==> config.mk <==
export PLATFORM = sky130hd
export DESIGN_NAME = result_reader_flat
export DESIGN_NICKNAME = d
export VERILOG_FILES = /design/src/rtl/result_reader_if.sv /design/src/rtl/result_reader.sv /design/src/flat_wrapper.sv
export SDC_FILE = /design/constraint.sdc
export NUM_CORES = 1
export LEC_CHECK = 0
export BUFFER_PORTS_ARGS = -buffer_cell sky130_fd_sc_hd__buf_2
export CAP_MARGIN = 10
export CELL_PAD_IN_SITES_DETAIL_PLACEMENT = 0
export CELL_PAD_IN_SITES_GLOBAL_PLACEMENT = 2
export CORE_UTILIZATION = 29
export CTS_CLUSTER_SIZE = 30
export DETAILED_ROUTE_END_ITERATION = 10
export PLACE_DENSITY = 0.84
export SYNTH_ARGS = -nofsm -noshare
export SYNTH_HDL_FRONTEND = slang
export SYNTH_SLANG_ARGS = --single-unit
==> constraint.sdc <==
create_clock -name CLK -period 2.9 [get_ports CLK]
set_clock_uncertainty 0.15 [all_clocks]
set_input_delay 0.58 -clock CLK [delete_from_list [all_inputs] [get_ports CLK]]
set_output_delay 0.58 -clock CLK [all_outputs]
set_load 0.005 [all_outputs]
==> src/rtl/result_reader_if.sv <==
// Bundles the readout control, ResultSRAM read port and pixel stream of result_reader.
// master is the reader's view; slave is the view of whatever surrounds it.
interface result_reader_if #(
    parameter int ADDR_W = 14,
    parameter int PIX_W  = 8
);
    logic              START;
    logic [5:0]        TW;
    logic [5:0]        TH;

    logic [ADDR_W-1:0] SRAM_A;
    logic              SRAM_CEN;
    logic              SRAM_WEN;
    logic [PIX_W-1:0]  SRAM_Q;

    logic [PIX_W-1:0]  PIX_DATA;
    logic              PIX_VALID;
    logic              PIX_READY;
    logic [5:0]        PIX_X;
    logic [5:0]        PIX_Y;
    logic              PIX_LAST;

    logic              BUSY;
    logic              FIN;
    logic [15:0]       CHKSUM;

    modport master (
        input  START, TW, TH, SRAM_Q, PIX_READY,
        output SRAM_A, SRAM_CEN, SRAM_WEN,
        output PIX_DATA, PIX_VALID, PIX_X, PIX_Y, PIX_LAST,
        output BUSY, FIN, CHKSUM
    );

    modport slave (
        output START, TW, TH, SRAM_Q, PIX_READY,
        input  SRAM_A, SRAM_CEN, SRAM_WEN,
        input  PIX_DATA, PIX_VALID, PIX_X, PIX_Y, PIX_LAST,
        input  BUSY, FIN, CHKSUM
    );
endinterface

==> src/rtl/result_reader.sv <==
// Streams a TW x TH frame out of ResultSRAM, one pixel per FETCH/CAPT/SEND pass.
// Optional frame checksum enabled by defining RESULT_READER_CHKSUM_EN.
module result_reader #(
    parameter int ADDR_W = 14,
    parameter int PIX_W  = 8
) (
    input  logic           CLK,
    input  logic           RST,
    result_reader_if.master bus
);

    typedef enum logic [2:0] {
        IDLE,
        FETCH,
        CAPT,
        SEND,
        FIN
    } state_t;

    localparam logic [ADDR_W-1:0] ADDR_ONE = 1;

    state_t            state;
    logic [5:0]        tw_q;
    logic [5:0]        th_q;
    logic [5:0]        x_cnt;
    logic [5:0]        y_cnt;
    logic [ADDR_W-1:0] addr;
    logic [PIX_W-1:0]  pix_data;
    logic              pix_valid;
    logic              pix_last;
    logic              busy;
    logic              fin;
    logic              cen;
`ifdef RESULT_READER_CHKSUM_EN
    logic [15:0]       chksum;
`endif

    logic x_at_end;
    logic y_at_end;

    assign x_at_end = (x_cnt == tw_q - 6'd1);
    assign y_at_end = (y_cnt == th_q - 6'd1);

    // The address is stepped alongside X/Y so it always equals Y*TW+X without a multiplier.
    always_ff @(posedge CLK) begin
        if (RST) begin
            state     <= IDLE;
            tw_q      <= '0;
            th_q      <= '0;
            x_cnt     <= '0;
            y_cnt     <= '0;
            addr      <= '0;
            pix_data  <= '0;
            pix_valid <= 1'b0;
            pix_last  <= 1'b0;
            busy      <= 1'b0;
            fin       <= 1'b0;
            cen       <= 1'b1;
`ifdef RESULT_READER_CHKSUM_EN
            chksum    <= '0;
`endif
        end else begin
            case (state)
                IDLE: begin
                    if (bus.START) begin
                        tw_q  <= bus.TW;
                        th_q  <= bus.TH;
                        x_cnt <= '0;
                        y_cnt <= '0;
                        addr  <= '0;
                        busy  <= 1'b1;
`ifdef RESULT_READER_CHKSUM_EN
                        chksum <= '0;
`endif
                        if ((bus.TW == 6'd0) || (bus.TH == 6'd0)) begin
                            state <= FIN;
                            fin   <= 1'b1;
                        end else begin
                            state <= FETCH;
                            cen   <= 1'b0;
                        end
                    end
                end

                FETCH: begin
                    cen   <= 1'b1;
                    state <= CAPT;
                end

                CAPT: begin
                    pix_data  <= bus.SRAM_Q;
                    pix_valid <= 1'b1;
                    pix_last  <= x_at_end && y_at_end;
                    state     <= SEND;
                end

                SEND: begin
                    if (bus.PIX_READY) begin
                        pix_valid <= 1'b0;
                        pix_last  <= 1'b0;
`ifdef RESULT_READER_CHKSUM_EN
                        chksum    <= chksum + 16'(pix_data);
`endif
                        if (pix_last) begin
                            state <= FIN;
                            fin   <= 1'b1;
                        end else begin
                            if (x_at_end) begin
                                x_cnt <= '0;
                                y_cnt <= y_cnt + 6'd1;
                            end else begin
                                x_cnt <= x_cnt + 6'd1;
                            end
                            addr  <= addr + ADDR_ONE;
                            cen   <= 1'b0;
                            state <= FETCH;
                        end
                    end
                end

                FIN: begin
                    fin   <= 1'b0;
                    busy  <= 1'b0;
                    state <= IDLE;
                end

                default: begin
                    state <= IDLE;
                    cen   <= 1'b1;
                    fin   <= 1'b0;
                    busy  <= 1'b0;
                end
            endcase
        end
    end

    assign bus.SRAM_A    = addr;
    assign bus.SRAM_CEN  = cen;
    assign bus.SRAM_WEN  = 1'b1;
    assign bus.PIX_DATA  = pix_data;
    assign bus.PIX_VALID = pix_valid;
    assign bus.PIX_X     = x_cnt;
    assign bus.PIX_Y     = y_cnt;
    assign bus.PIX_LAST  = pix_last;
    assign bus.BUSY      = busy;
    assign bus.FIN       = fin;
`ifdef RESULT_READER_CHKSUM_EN
    assign bus.CHKSUM    = chksum;
`else
    assign bus.CHKSUM    = 16'd0;
`endif

endmodule

==> src/flat_wrapper.sv <==
// flat-port wrapper written by rule: the top's interface ports become plain ports
module result_reader_flat 
#(
    parameter int ADDR_W = 14,
    parameter int PIX_W  = 8
)
  (CLK, RST, bus_START, bus_TW, bus_TH, bus_SRAM_Q, bus_PIX_READY, bus_SRAM_A, bus_SRAM_CEN, bus_SRAM_WEN, bus_PIX_DATA, bus_PIX_VALID, bus_PIX_X, bus_PIX_Y, bus_PIX_LAST, bus_BUSY, bus_FIN, bus_CHKSUM);
  result_reader_if #(.ADDR_W(ADDR_W), .PIX_W(PIX_W)) bus_i ();
  input  logic CLK;
  input  logic RST;
  input wire logic [$bits(bus_i.START)-1:0] bus_START;
  input wire logic [$bits(bus_i.TW)-1:0] bus_TW;
  input wire logic [$bits(bus_i.TH)-1:0] bus_TH;
  input wire logic [$bits(bus_i.SRAM_Q)-1:0] bus_SRAM_Q;
  input wire logic [$bits(bus_i.PIX_READY)-1:0] bus_PIX_READY;
  output wire logic [$bits(bus_i.SRAM_A)-1:0] bus_SRAM_A;
  output wire logic [$bits(bus_i.SRAM_CEN)-1:0] bus_SRAM_CEN;
  output wire logic [$bits(bus_i.SRAM_WEN)-1:0] bus_SRAM_WEN;
  output wire logic [$bits(bus_i.PIX_DATA)-1:0] bus_PIX_DATA;
  output wire logic [$bits(bus_i.PIX_VALID)-1:0] bus_PIX_VALID;
  output wire logic [$bits(bus_i.PIX_X)-1:0] bus_PIX_X;
  output wire logic [$bits(bus_i.PIX_Y)-1:0] bus_PIX_Y;
  output wire logic [$bits(bus_i.PIX_LAST)-1:0] bus_PIX_LAST;
  output wire logic [$bits(bus_i.BUSY)-1:0] bus_BUSY;
  output wire logic [$bits(bus_i.FIN)-1:0] bus_FIN;
  output wire logic [$bits(bus_i.CHKSUM)-1:0] bus_CHKSUM;
  assign bus_i.START = bus_START;
  assign bus_i.TW = bus_TW;
  assign bus_i.TH = bus_TH;
  assign bus_i.SRAM_Q = bus_SRAM_Q;
  assign bus_i.PIX_READY = bus_PIX_READY;
  assign bus_SRAM_A = bus_i.SRAM_A;
  assign bus_SRAM_CEN = bus_i.SRAM_CEN;
  assign bus_SRAM_WEN = bus_i.SRAM_WEN;
  assign bus_PIX_DATA = bus_i.PIX_DATA;
  assign bus_PIX_VALID = bus_i.PIX_VALID;
  assign bus_PIX_X = bus_i.PIX_X;
  assign bus_PIX_Y = bus_i.PIX_Y;
  assign bus_PIX_LAST = bus_i.PIX_LAST;
  assign bus_BUSY = bus_i.BUSY;
  assign bus_FIN = bus_i.FIN;
  assign bus_CHKSUM = bus_i.CHKSUM;
  result_reader #(.ADDR_W(ADDR_W), .PIX_W(PIX_W)) u_core (.CLK(CLK), .RST(RST), .bus(bus_i));
endmodule
==> flow_summary.toml <==
[synth]
synth_seq_cells = 54
synth-edff-count = 0
avgSynthCellArea_um2 = 7.91
synthArstFlopShare_pct = 0
synth_cells = 367
ys_warn_count = 0
ys_seq_area_share_pct = 37.2
netlist_area_um2 = 2900
synthFlopType = "dfxtp_1"
synthDistinctLibCells = 55

[grt]
antenna_found_initial = 0
grt_max_degree = 39
grtUsageTotal_pct = 14.0
grt_pass1_wl_mm = 11.4
grt_pass1_vias = 2339
overflow = 0

[cts]
clock_latency_ps = 310
cts_buffer_depth = 2
cts.sinks = 54
cts_resized = 0
numCtsBuffers = 5
clockRootBuffer = "clkbuf_8"
cts_tree = "built"
cts_hold_buf = 0
ctsHtreeMaxLevel = 2
cts.clk_slew.worst_paths_ps = 110
post_cts_buffers = 0

[floorplan]
start_util_pct = 29.8
die_h_um = 102
ios = 80
core_area_um2 = 9730
die_area_um2 = 10400
dieWidth_um = 102
fp-row-count = 36

[layout]
design_area_um2 = 3370
area_delta_synth_final_pct = 15.9
diodes = 0
fin_nets = 452
layout.cells.non_filler = 557
drive_gt1_share_pct = 20.3

[placed_design]
placedCellCount = 549
gp_congestion = 0.749
placed_area_um2 = 3280
post-dp-hpwl_mm = 5.24
port_buffers = 62

[pwr]
comb_power_share_pct = 37.7
ir_worst_vdd_mv = 0.278
internal-power_uw = 1320
powerDensity_nw_per_um2 = 647
p_seq_share_pct = 42.2
switching_share_pct = 39.4
switchingPower_uw = 860
leakagePower_uw = 0.00136
p_clk_share_pct = 20.1

[route]
wl_per_cell_um = 12.8
routed_wl_mm = 7.13
vias_per_cell = 4.73
dr.pass1.iters = 7
final_antenna_net_count = 0
drt_iter0_markers = 98
via_count = 2632
drt_drc_violations_left = 1

[timing]
final_hold_viol_count = 0
worst_pin_slew_ps = 928
relSlewSlack_pct = 37.9
drv_slew = 0
fin_setup_tns_ps = 0
rsz0062_at_grt = "no"
finalSetupViolations = 0
fin_crit_ps = 2420
timing.fmax_mhz = 413
fin_crit_sh_pct = 83.4

[setup_path]
required_ps = 3000
critPathMaxFanout = 12
cp_data_arrival_time_ps = 2520
worstSetupPathType = "register to register"
r2r_cells = 7
end_kind = "register"
startpoint_type = "register"

[hold_path]
hp-class = "register to register"
hold_path_depth = 2

[outcome]
violations = "design-rule violations"
outcome = "finished, violations left"

[job]
maxCapViolCount = 0
==> placed cells by master, fill, tap and decap left out, types with 5 or more instances in the layout <==
cell | Yosys | routed
buf_2 | 5 | 62
dfxtp_1 | 54 | 54
nand2_1 | 52 | 52
a21oi_1 | 36 | 36
nor2_1 | 30 | 30
xnor2_1 | 18 | 18
conb_1 | 2 | 17
nor3_1 | 15 | 15
inv_1 | 14 | 14
o21ai_0 | 13 | 13
nand3_1 | 9 | 9
xor2_1 | 8 | 8
buf_4 | 17 | 8
nor4_1 | 7 | 7
mux2i_1 | 6 | 6
and2_1 | 5 | 5
ha_1 | 5 | 5
clkbuf_8 | 0 | 5
==> power groups by stage <==
stage	logic (uW)	clock network, uW	registers (uW)
after floorplan	644	0	919
after global placement	816	0	936
after detailed placement	822	0	938
after CTS	827	449	921
after global routing	924	482	939
final	821	437	921
==> area by class of cell <==
| cell class | count | area, um2 |
|---|---|---|
| tap | 133 | 166 |
| multi-input combinational | 278 | 1610 |
| fill | 1063 | 6360 |
| inverter | 14 | 52.6 |
| sequential | 54 | 1080 |
| clock buffer | 5 | 68.8 |
| clock inverter | 3 | 21.3 |
| timing repair buffer | 70 | 370 |
==> synthesized netlist by cell type, types with 3 or more instances <==
cell      number  area (um2)
a21oi_1       36         180
xor2_1         8        70.1
nor4_1         7        43.8
xnor2_1       18         158
mux2i_1        6        60.1
ha_1           5        62.6
nand2b_1       3        18.8
nand3_1        9        45.0
o21ai_0       13        65.1
inv_1         14        52.6
buf_4         17         128
dfxtp_1       54        1080
nor3b_1        3        22.5
nor2_1        30         113
and2_1         5        31.3
o31ai_1        3        22.5
clkbuf_1      11        41.3
o22ai_1        4        25.0
o211ai_1       3        22.5
nand4_1        4        25.0
buf_2          5        25.0
nor3_1        15        75.1
nand2_1       52         195
==> registers in the layout, summed over array words and instances (netlist names) <==
name,flops
u_core.bus.PIX_LAST,1
u_core.bus.SRAM_CEN,1
u_core.bus.PIX_DATA,8
u_core.bus.BUSY,1
u_core.bus.SRAM_A,14
u_core.th_q,6
u_core.bus.PIX_VALID,1
u_core.state,3
u_core.bus.FIN,1
u_core.tw_q,6
u_core.bus.PIX_Y,6
u_core.bus.PIX_X,6
==> critical path: stages, from the launching register on <==
cell and delay, ps:
dfxtp_1 420, inv_1 60, ha_1 300, xnor2_1 120
nor2_1 140, o211ai_1 380, or4_1 620, a21oi_1 150
==> per-stage QoR <==
step / worst slack, ps / total power [uW] / hold WS [ps] / utilization [%]
6_report: 481 / 2180 / 326 / 34.6
5_1_grt: 280 / 2340 / 336 / 34.6
4_1_cts: 442 / 2200 / 329 / 34.6
3_5_place_dp: 465 / 1760 / 304 / 33.7
3_3_place_gp: 518 / 1750 / 303 / 33.7
2_1_floorplan: 762 / 1560 / 298 / -
==> path summary, 6_finish.rpt <==
path | start | endpoint | slack [ps]
worst min-delay path | u_core.th_q[5] | u_core.th_q[5] | 330
worst max-delay path | u_core.tw_q[0] | u_core.bus.PIX_Y[0] | 480
worst max register to register | u_core.tw_q[0] | u_core.bus.PIX_Y[0] | 480
worst min register to register | u_core.th_q[5] | u_core.th_q[5] | 330
==> kinds of logic after synthesis <==
group	synth area share, %
other cells	0.259
fa+ha+maj	2.15
flops	37.2
simple gates	23.7
mux	2.46
buf+inv	9.39
compound gates	17.0
xor+xnor	7.84
==> layer usage <==
layer,part of all wire (%),vias up,wire length [um],GRT usage (%)
met5,0,-,0,0
met4,1.6,0,116,4.51
met3,4.5,10,318,3.01
met2,45,52,3240,22.3
met1,49,1222,3460,18.9
li1,-,1348,-,-
Note: power is estimated with default switching activity, not from simulation.
